### config.mk
export PLATFORM = sky130hd
export DESIGN_NAME = rvv_backend_rs_fifo_flat
export DESIGN_NICKNAME = d
export VERILOG_FILES = /design/src/rtl/rvv_backend_pkg.sv /design/src/rtl/rvv_backend_rs_fifo_if.sv /design/src/rtl/rvv_backend_prefix_count.sv /design/src/rtl/rvv_backend_rs_fifo_chk.sv /design/src/rtl/rvv_backend_rs_fifo.sv /design/src/flat_wrapper.sv
export SDC_FILE = /design/constraint.sdc
export NUM_CORES = 2
export LEC_CHECK = 0
export CAP_MARGIN = 10
export CELL_PAD_IN_SITES_DETAIL_PLACEMENT = 1
export CELL_PAD_IN_SITES_GLOBAL_PLACEMENT = 2
export CORE_UTILIZATION = 45
export DETAILED_ROUTE_END_ITERATION = 10
export PLACE_DENSITY_LB_ADDON = 0.1
export SYNTH_ARGS = -nofsm -noshare
export SYNTH_HDL_FRONTEND = slang
export SYNTH_SLANG_ARGS = --single-unit
### constraint.sdc
create_clock -name i_clk -period 23.5 [get_ports i_clk]
set_input_delay 4.7 -clock i_clk [delete_from_list [all_inputs] [get_ports i_clk]]
set_output_delay 4.7 -clock i_clk [all_outputs]
set_load 0.02 [all_outputs]
### src/rtl/rvv_backend_pkg.sv
// -----------------------------------------------------------------------------
// rvv_backend_pkg
// Shared backend definitions used by the reservation-station FIFOs:
//   - `NUM_DP_UOP : number of uops dispatch can hand over per cycle
//   - per-unit RS entry typedefs and default RS depths
//   - execution-unit class enumeration
// No ports (package).
// -----------------------------------------------------------------------------
`ifndef NUM_DP_UOP
`define NUM_DP_UOP 2
`endif

package rvv_backend_pkg;

    localparam int RS_DWIDTH = 128;

    // Default reservation-station depths per execution-unit class.
    localparam int RS_DEPTH_ALU = 8;
    localparam int RS_DEPTH_MAC = 8;
    localparam int RS_DEPTH_PMT = 8;
    localparam int RS_DEPTH_DIV = 8;
    localparam int RS_DEPTH_LSU = 8;

    typedef enum logic [2:0] {
        UNIT_ALU = 3'd0,
        UNIT_MAC = 3'd1,
        UNIT_PMT = 3'd2,
        UNIT_DIV = 3'd3,
        UNIT_LSU = 3'd4
    } rvv_unit_e;

    // Issue-ready uop payloads; all classes currently share one width.
    typedef logic [RS_DWIDTH-1:0] alu_rs_entry_t;
    typedef logic [RS_DWIDTH-1:0] mac_rs_entry_t;
    typedef logic [RS_DWIDTH-1:0] pmt_rs_entry_t;
    typedef logic [RS_DWIDTH-1:0] div_rs_entry_t;
    typedef logic [RS_DWIDTH-1:0] lsu_rs_entry_t;

endpackage

### src/rtl/rvv_backend_rs_fifo_if.sv
// -----------------------------------------------------------------------------
// rvv_backend_rs_fifo_if
// Push (dispatch -> RS) and pop (RS -> issue) handshake bundle.
//   push_valid/push_data : per-port push request and payload, port 0 oldest
//   push_ready           : per-port space available
//   pop_valid/pop_data   : oldest entries presented, index 0 oldest
//   pop_ready            : issue consumes entry j
// Modports: master = dispatch/issue side, slave = the FIFO.
// -----------------------------------------------------------------------------
interface rvv_backend_rs_fifo_if #(
    parameter int DWIDTH = 128,
    parameter int N_PUSH = 2,
    parameter int N_POP  = 2
);
    logic [N_PUSH-1:0]             push_valid;
    logic [N_PUSH-1:0][DWIDTH-1:0] push_data;
    logic [N_PUSH-1:0]             push_ready;
    logic [N_POP-1:0]              pop_valid;
    logic [N_POP-1:0][DWIDTH-1:0]  pop_data;
    logic [N_POP-1:0]              pop_ready;

    modport master (
        output push_valid, push_data, pop_ready,
        input  push_ready, pop_valid, pop_data
    );

    modport slave (
        input  push_valid, push_data, pop_ready,
        output push_ready, pop_valid, pop_data
    );
endinterface

### src/rtl/rvv_backend_prefix_count.sv
// -----------------------------------------------------------------------------
// rvv_backend_prefix_count
// Counts the run of consecutive ones starting at bit 0 of i_vec; the first
// zero ends the run, so later ones are not counted.
//   i_vec : N-bit input vector
//   o_cnt : number of leading ones, 0..N
// -----------------------------------------------------------------------------
module rvv_backend_prefix_count #(
    parameter int N  = 2,
    parameter int CW = $clog2(N + 1)
) (
    input  logic [N-1:0]  i_vec,
    output logic [CW-1:0] o_cnt
);
    logic          w_run;
    logic [CW-1:0] w_cnt;

    // Walk from bit 0 and stop counting at the first zero.
    always_comb begin
        w_run = 1'b1;
        w_cnt = '0;
        for (int i = 0; i < N; i++) begin
            if (w_run && i_vec[i]) begin
                w_cnt = w_cnt + CW'(1);
            end else begin
                w_run = 1'b0;
            end
        end
    end

    assign o_cnt = w_cnt;
endmodule

### src/rtl/rvv_backend_rs_fifo_chk.sv
// -----------------------------------------------------------------------------
// rvv_backend_rs_fifo_chk
// Occupancy bound checker for the RS FIFO: count + npush - npop must stay
// within [0, DEPTH] on every non-clearing edge.
//   i_clk, i_rst, i_clear : clock, reset, flush-or-reset
//   i_count, i_npush, i_npop : current occupancy and accepted push/pop counts
// -----------------------------------------------------------------------------
module rvv_backend_rs_fifo_chk #(
    parameter int DEPTH = 8,
    parameter int PW    = 4,
    parameter int NPW   = 2,
    parameter int NQW   = 2
) (
    input logic           i_clk,
    input logic           i_rst,
    input logic           i_clear,
    input logic [PW-1:0]  i_count,
    input logic [NPW-1:0] i_npush,
    input logic [NQW-1:0] i_npop
);
    a_count_le_depth : assert property (@(posedge i_clk) disable iff (i_rst || i_clear)
        (int'(i_count) + int'(i_npush) - int'(i_npop)) <= DEPTH);

    a_count_ge_zero : assert property (@(posedge i_clk) disable iff (i_rst || i_clear)
        (int'(i_count) + int'(i_npush) - int'(i_npop)) >= 0);
endmodule

### src/rtl/rvv_backend_rs_fifo.sv
// -----------------------------------------------------------------------------
// rvv_backend_rs_fifo
// Multi-push / multi-pop reservation-station FIFO between dispatch and the
// issue logic of one execution-unit class.
//   i_clk        : clock
//   i_rst        : synchronous active-high reset
//   i_flush      : synchronous clear of all entries
//   io_rs        : push/pop handshake bundle (slave modport)
//   o_fifo_count : occupancy, only when RVV_RS_FIFO_CNT_EN is defined
// push_ready and pop_valid are decoded from the registered count only, so no
// combinational path exists from push_valid or pop_ready to them.
// -----------------------------------------------------------------------------
import rvv_backend_pkg::*;

module rvv_backend_rs_fifo #(
    parameter int DWIDTH = 128,
    parameter int DEPTH  = 8,
    parameter int N_PUSH = `NUM_DP_UOP,
    parameter int N_POP  = 2,
    parameter int AW     = $clog2(DEPTH),
    parameter int PW     = AW + 1
) (
    input  logic           i_clk,
    input  logic           i_rst,
    input  logic           i_flush,
`ifdef RVV_RS_FIFO_CNT_EN
    output logic [PW-1:0]  o_fifo_count,
`endif
    rvv_backend_rs_fifo_if.slave io_rs
);
    localparam int NPW = $clog2(N_PUSH + 1);
    localparam int NQW = $clog2(N_POP + 1);

    logic [DWIDTH-1:0] r_mem [DEPTH];
    logic [PW-1:0]     r_rptr;
    logic [PW-1:0]     r_wptr;
    logic [PW-1:0]     r_count;

    logic              w_clear;
    logic [N_PUSH-1:0] w_push_ready;
    logic [N_POP-1:0]  w_pop_valid;
    logic [N_PUSH-1:0] w_push_fire;
    logic [N_POP-1:0]  w_pop_fire;
    logic [NPW-1:0]    w_npush;
    logic [NQW-1:0]    w_npop;
    logic [AW-1:0]     w_widx [N_PUSH];
    logic [AW-1:0]     w_ridx [N_POP];

    assign w_clear = i_rst | i_flush;

    // Per-port readiness and validity from the registered occupancy.
    always_comb begin
        w_push_ready = '0;
        w_pop_valid  = '0;
        for (int i = 0; i < N_PUSH; i++) begin
            w_push_ready[i] = ((DEPTH - int'(r_count)) > i);
        end
        for (int j = 0; j < N_POP; j++) begin
            w_pop_valid[j] = (int'(r_count) > j);
        end
    end

    // Storage indices; the low pointer bits wrap naturally modulo DEPTH.
    always_comb begin
        for (int i = 0; i < N_PUSH; i++) begin
            w_widx[i] = r_wptr[AW-1:0] + AW'(i);
        end
        for (int j = 0; j < N_POP; j++) begin
            w_ridx[j] = r_rptr[AW-1:0] + AW'(j);
        end
    end

    assign w_push_fire = io_rs.push_valid & w_push_ready;
    assign w_pop_fire  = io_rs.pop_ready & w_pop_valid;

    rvv_backend_prefix_count #(.N(N_PUSH), .CW(NPW)) u_push_cnt (
        .i_vec (w_push_fire),
        .o_cnt (w_npush)
    );

    rvv_backend_prefix_count #(.N(N_POP), .CW(NQW)) u_pop_cnt (
        .i_vec (w_pop_fire),
        .o_cnt (w_npop)
    );

    // Pop outputs read straight from storage; data is meaningless when invalid.
    always_comb begin
        io_rs.push_ready = w_push_ready;
        io_rs.pop_valid  = w_pop_valid;
        for (int j = 0; j < N_POP; j++) begin
            io_rs.pop_data[j] = r_mem[w_ridx[j]];
        end
    end

    // Entry storage: only the leading accepted run of ports is written; not cleared on flush.
    always_ff @(posedge i_clk) begin
        for (int i = 0; i < N_PUSH; i++) begin
            if (!w_clear && (i < int'(w_npush))) begin
                r_mem[w_widx[i]] <= io_rs.push_data[i];
            end
        end
    end

    // Pointers and occupancy; reset and flush are the same clear.
    always_ff @(posedge i_clk) begin
        if (w_clear) begin
            r_rptr  <= '0;
            r_wptr  <= '0;
            r_count <= '0;
        end else begin
            r_rptr  <= r_rptr + PW'(w_npop);
            r_wptr  <= r_wptr + PW'(w_npush);
            r_count <= r_count + PW'(w_npush) - PW'(w_npop);
        end
    end

`ifdef RVV_RS_FIFO_CNT_EN
    assign o_fifo_count = r_count;
`endif

    rvv_backend_rs_fifo_chk #(
        .DEPTH (DEPTH),
        .PW    (PW),
        .NPW   (NPW),
        .NQW   (NQW)
    ) u_chk (
        .i_clk   (i_clk),
        .i_rst   (i_rst),
        .i_clear (w_clear),
        .i_count (r_count),
        .i_npush (w_npush),
        .i_npop  (w_npop)
    );
endmodule
### src/flat_wrapper.sv
// flat-port wrapper written by rule: the top's interface ports become plain ports
module rvv_backend_rs_fifo_flat 
#(
    parameter int DWIDTH = 128,
    parameter int DEPTH  = 8,
    parameter int N_PUSH = `NUM_DP_UOP,
    parameter int N_POP  = 2,
    parameter int AW     = $clog2(DEPTH),
    parameter int PW     = AW + 1
)
  (i_clk, i_rst, i_flush, io_rs_push_valid, io_rs_push_data, io_rs_pop_ready, io_rs_push_ready, io_rs_pop_valid, io_rs_pop_data);
  rvv_backend_rs_fifo_if #(.DWIDTH(DWIDTH), .N_PUSH(N_PUSH), .N_POP(N_POP)) io_rs_i ();
  input  logic i_clk;
  input  logic i_rst;
  input  logic i_flush;
  input wire logic [$bits(io_rs_i.push_valid)-1:0] io_rs_push_valid;
  input wire logic [$bits(io_rs_i.push_data)-1:0] io_rs_push_data;
  input wire logic [$bits(io_rs_i.pop_ready)-1:0] io_rs_pop_ready;
  output wire logic [$bits(io_rs_i.push_ready)-1:0] io_rs_push_ready;
  output wire logic [$bits(io_rs_i.pop_valid)-1:0] io_rs_pop_valid;
  output wire logic [$bits(io_rs_i.pop_data)-1:0] io_rs_pop_data;
  assign io_rs_i.push_valid = io_rs_push_valid;
  assign io_rs_i.push_data = io_rs_push_data;
  assign io_rs_i.pop_ready = io_rs_pop_ready;
  assign io_rs_push_ready = io_rs_i.push_ready;
  assign io_rs_pop_valid = io_rs_i.pop_valid;
  assign io_rs_pop_data = io_rs_i.pop_data;
  rvv_backend_rs_fifo #(.DWIDTH(DWIDTH), .DEPTH(DEPTH), .N_PUSH(N_PUSH), .N_POP(N_POP), .AW(AW), .PW(PW)) u_core (.i_clk(i_clk), .i_rst(i_rst), .i_flush(i_flush), .io_rs(io_rs_i));
endmodule
### Word-level counts from Yosys, hierarchy flattened

Memories as Yosys holds them, arrays and structs flattened. A register that Yosys moved wholly into a read port is not among the register bits.
Cells that the tools add are included.

| cells by class | value |
|---|---|
| multiplexer cells | 11 |
| multiply operators | 0 |
| bitwise operators | 3 |
| equality and inequality tests | 0 |
| div/mod/pow operators | 0 |
| magnitude comparators | 6 |
| reduce and logical (&&, ||, !) cells | 5 |
| $add $sub $neg | 9 |
| shift-type cells | 0 |

Operator list:

| operator | count |
|---|---|
| $gt 32x1->1 const B | 1 |
| $gt 32x2->1 const B | 1 |
| $add 4x2->4 | 3 |
| $gt 4x1->1 const B | 2 |
| $mux 1 | 8 |
| $add 3x1->3 const B | 2 |
| $sub 4x4->5 const A | 1 |
| $add 2x1->2 const B | 2 |
| $and 2x2->2 | 2 |
| $logic_and 1x1->1 | 4 |
| $lt 1x2->1 const A | 2 |
| $mux 2 | 2 |
| $sub 4x2->4 | 1 |
| $mux 3 | 1 |
| $logic_not 1->1 | 1 |
| $or 1x1->1 | 1 |

| word-level totals | value |
|---|---|
| latch bits | 0 |
| memories kept | 1 |
| register bits | 12 |
| input port bits | 263 |
| ROM bits | 0 |
| output and inout port bits | 260 |
| word-level logic and storage cells | 38 |
| bits in writable memories | 1024 |

Memory list:

| name | depth | bits a word | rd ports | clocked after memory_dff | write ports | RTL line | RTL |
|---|---|---|---|---|---|---|---|
| u_core.r_mem | 8 | 128 | 2 | 1 | 2 | rvv_backend_rs_fifo.sv:34 | `logic [DWIDTH-1:0] r_mem [DEPTH];` |

### Longest topological paths before layout

| depth | value |
|---|---|
| depth in word-level cells | 10 |
| gate-level depth with buffers | 13 |
| depth with buffers taken out | 12 |

### Hierarchy

From an unflattened synthesis, not the netlist that was laid out.

| unflattened totals | value |
|---|---|
| cells, all modules | 3185 |
| area total of the unflattened synthesis | 59032.9 um2 |

Modules (own cells, without submodules):

| module | sequential area each (um2) | cells each | area each (um2) | instances |
|---|---|---|---|---|
| rvv_backend_rs_fifo | 30949.7 | 3181 | 59000.3 | 1 |
| rvv_backend_prefix_count | 0.0 | 2 | 16.3 | 2 |

### Least setup slack after synthesis

OpenSTA, ideal clock, no wires.

| path | value |
|---|---|
| kind | input to register |
| start | input port i_flush |
| end | memory u_core.r_mem[1][0], enable pin |
| data arrival time | 14.413 ns |
| setup time | 0.804 ns |
| buffers on the path | 0 |
| data required time | 22.696 ns |
| path slack | 8.284 ns |
| stages on the path | 3 |
| path through | nor2_1 nand3_1 o31ai_1 |

RTL lines:

| element | RTL line | RTL |
|---|---|---|
| from (decl) | flat_wrapper.sv:15 | `input logic i_flush;` |
| to (decl) | rvv_backend_rs_fifo.sv:34 |  |

### Worst setup path in the final report

| path | value |
|---|---|
| start | register u_core.r_rptr[0] |
| end | output port io_rs_pop_data[182] |

| between the ends | value |
|---|---|
| cells in the longest elaborated chain, start to end | 2 |

RTL lines:

| element | RTL line | RTL |
|---|---|---|
| from (decl) | rvv_backend_rs_fifo.sv:35 | `logic [PW-1:0] r_rptr;` |
| from (signal assigned) | rvv_backend_rs_fifo.sv:111 | `r_rptr <= r_rptr + PW'(w_npop);` |
| $add 3x1->3 | rvv_backend_rs_fifo.sv:69 | `w_ridx[j] = r_rptr[AW-1:0] + AW'(j);` |
| $mem_v2 8x128 | -- |  |
| to (decl) | flat_wrapper.sv:21 | `output wire logic [$bits(io_rs_i.pop_data)-1:0] io_rs_pop_data;` |

Every way passes these cells.

==> impl_metrics.env <==
export IMPL_yosys_most_used_dff="edfxtp_1"
export IMPL_core_rowCount=133
export IMPL_drv_slew=0
export IMPL_dr_pass1_iters=5
export IMPL_cp_required_ps=18800
export IMPL_min_period_over_period=0.460
export IMPL_rr_startpoint="u_core.r_count[0]"
export IMPL_worst_path_buf_inv=4
export IMPL_crit_type="reg2out"
export IMPL_max_clock_freq_mhz=92.5
export IMPL_grt_pass1_vias=38700
export IMPL_p_leak_nw=22.5
export IMPL_drc=0
export IMPL_regToRegEndpoint="u_core.r_mem[4][59]"
export IMPL_cts_resized_gates=0
export IMPL_peakVddDrop_mv=0.0821
export IMPL_slowest_delay_ps=1070
export IMPL_period_needed_ps=10810
export IMPL_root_buffer="clkbuf_16"
export IMPL_powerDensity_nw_per_um2=74.3
export IMPL_grt_pass1_wl_mm=271
export IMPL_stdcell_area_um2=70500
export IMPL_avgSynthCellArea_um2=18.8
export IMPL_dp_hpwl_mm=106
export IMPL_finalSetupViolations=0
export IMPL_grt_total_usage=0.277
export IMPL_cp_common_cell="buf_4"
export IMPL_port_buffers=522
export IMPL_hold_buffers=0
export IMPL_hold_viol_final=0
export IMPL_drive_gt1_frac=0.514
export IMPL_cts_tree="yes"
export IMPL_core_area_um2=132000
export IMPL_reg2reg_depth=9
export IMPL_clock_skew_ps=23.2
export IMPL_fin_setup_tns_ps=0
export IMPL_maxCapViolCount=0
export IMPL_slew_headroom=0.128
export IMPL_cp_slowest_cell="dfxtp_4"
export IMPL_drt_iter0_drc=2737
export IMPL_r2r_slack_ps=18350
export IMPL_clock_path_buffers=3
export IMPL_dpl_instance_area_um2=66600
export IMPL_outcome="finished clean"
export IMPL_area_growth_pct=17.6
export IMPL_start_util=0.455
export IMPL_yosys_warnings=0
export IMPL_die_area_um2=135000
export IMPL_insertion_delay_ps=740
export IMPL_min_path_cells=2
export IMPL_cp_arrival_ps=6110
export IMPL_ys_async_sr_fraction=0
export IMPL_grt_max_degree=155
export IMPL_synth_nets=3470
export IMPL_fin_nets=3911
export IMPL_antenna_left=0
export IMPL_die_w_um=367
export IMPL_hp_class="reg2reg"
export IMPL_io_pins=523
export IMPL_yosys_register_bits=1034
export IMPL_cts_buffers_inserted=119
export IMPL_wl_per_cell_um=34.0
export IMPL_synth_edf_count=1024
export IMPL_fp_dieH_um=367
export IMPL_path_clk_slew_ps=60
export IMPL_end_kind="primary output"
export IMPL_ys_types=44
export IMPL_rsz0062_at_grt="false"
export IMPL_globalplace_congestion=0.768
export IMPL_cts_setup_buffers=0
export IMPL_path_cells="buf_4, buf_4, buf_12, mux4_2, mux2_2, clkdlybuf4s50_1"
export IMPL_routed_wl_mm=188
export IMPL_cts_sinks=1034
export IMPL_grt_overflow=0
export IMPL_netlist_instances=3189
export IMPL_cp_max_fo=124
export IMPL_cpLargestDelayFamily="buffers and inverters"
export IMPL_setup_worst_path_start_class="flip-flop"
export IMPL_via_per_inst=6.31
export IMPL_worstMarginPinSlew_ps=1310
export IMPL_seq_area_frac_synth=0.516
export IMPL_hp_start="u_core.r_wptr[0]"
export IMPL_antenna_found_initial=50
export IMPL_cts_max_level=3
export IMPL_worstHoldEndpoint="u_core.r_wptr[0]"
export IMPL_synth_area_um2=59900
export IMPL_dr_total_vias=34800
-- layer usage --
| metal | up-vias | GRT usage | share of wire | routed length [µm] |
|---|---|---|---|---|
| li1 | 14400 | - | - | - |
| met5 | - | 0 | 0.0016 | 295 |
| met2 | 1208 | 0.473 | 0.50 | 94600 |
| met4 | 48 | 0.0871 | 0.024 | 4490 |
| met3 | 296 | 0.0614 | 0.070 | 13100 |
| met1 | 18900 | 0.349 | 0.40 | 75000 |
-- final cells by class --
class	count	area, µm²
Antenna cell	24	60.1
Clock buffer	157	3200
Clock inverter	68	594
Fill cell	11800	61300
Inverter	13	48.8
Multi-Input combinational cell	1884	27600
Sequential cell	1034	31000
Tap cell	1755	2200
Timing Repair Buffer	578	5800
-- state kept, by name, summed over array words and instances (netlist names) --
register,flops
u_core.r_rptr,3
u_core.r_mem,1024
u_core.r_count,4
u_core.r_wptr,3
-- worst min-delay path, stage by stage (launching register included) --
cell	delay, ps
dfxtp_1	380
ha_1	150
and2_1	110
-- placed cells by master, fill, tap and decap left out, drive strengths merged, types with 4 or more instances in the layout --
cell type,Yosys,layout
nor2,13,13
a21oi,5,5
edfxtp,1024,1024
o21ai,4,4
fa,4,4
ha,14,14
clkinv,0,51
nor2b,4,4
xor2,5,5
dfxtp,10,10
inv,13,15
diode,0,24
clkbuf,84,157
mux4,512,512
o21bai,5,5
clkdlybuf4s50,0,522
nand2,8,8
buf,174,56
clkinvlp,0,5
bufinv,0,10
mux2,1280,1280
-- how the worst max path moves through the flow --
stage,start,endpoint,slack [ps],cells after the start
floorplan,i_flush,u_core.r_mem[1][0],8280,3
global placement,u_core.r_rptr[0],io_rs_pop_data[208],13490,6
detailed placement,u_core.r_rptr[0],io_rs_pop_data[196],13370,6
CTS,u_core.r_rptr[0],io_rs_pop_data[196],12580,6
global route,u_core.r_rptr[0],io_rs_pop_data[182],12290,6
finish,u_core.r_rptr[0],io_rs_pop_data[182],12690,6
-- cell families (layout without fill, tap and decap cells) --
kind of cell / Yosys count / in the layout / synth area share
buf+inv: 271 / 816 / 0.0258
mux: 1792 / 1792 / 0.446
compound gates: 20 / 20 / 0.00209
other cells: 0 / 24 / 0
simple gates: 47 / 47 / 0.00455
fa+ha+maj: 18 / 18 / 0.00426
flops: 1034 / 1034 / 0.516
xor+xnor: 7 / 7 / 0.00102
-- cell usage after synthesis (4+ instances only) --
cell | instances | area [µm²]
buf_2 | 73 | 365
xor2_1 | 5 | 43.8
nor2_1 | 11 | 41.3
o21ai_0 | 4 | 20.0
mux4_2 | 512 | 11500
nand2_1 | 8 | 30.0
mux2_2 | 953 | 10700
buf_4 | 14 | 105
dfxtp_1 | 10 | 200
inv_1 | 13 | 48.8
mux2_1 | 118 | 1330
ha_1 | 14 | 175
mux2_4 | 209 | 3140
buf_1 | 37 | 139
nor2b_1 | 4 | 25.0
o21bai_1 | 5 | 37.5
fa_1 | 4 | 80.1
clkbuf_1 | 84 | 315
a21oi_1 | 5 | 25.0
buf_6 | 49 | 552
edfxtp_1 | 1024 | 30700
-- report_power, final --
part / switching [W] / internal [W]
registers: 0.0000340 / 0.00208
clock network: 0.000771 / 0.00106
logic: 0.000634 / 0.000650
-- through the flow --
step | utilization | worst slack [ps] | cells | hold slack (ps) | power, W
2_1_floorplan | - | 8280 | 3189 | 575 | 0.00294
3_3_place_gp | 0.505 | 13490 | 5264 | 650 | 0.00341
3_5_place_dp | 0.505 | 13370 | 5264 | 668 | 0.00344
4_1_cts | 0.534 | 12580 | 5489 | 681 | 0.00528
5_1_grt | 0.534 | 12290 | 5505 | 708 | 0.00540
6_report | 0.535 | 12690 | 5513 | 668 | 0.00523
Note: power is estimated with default switching activity, not from simulation.
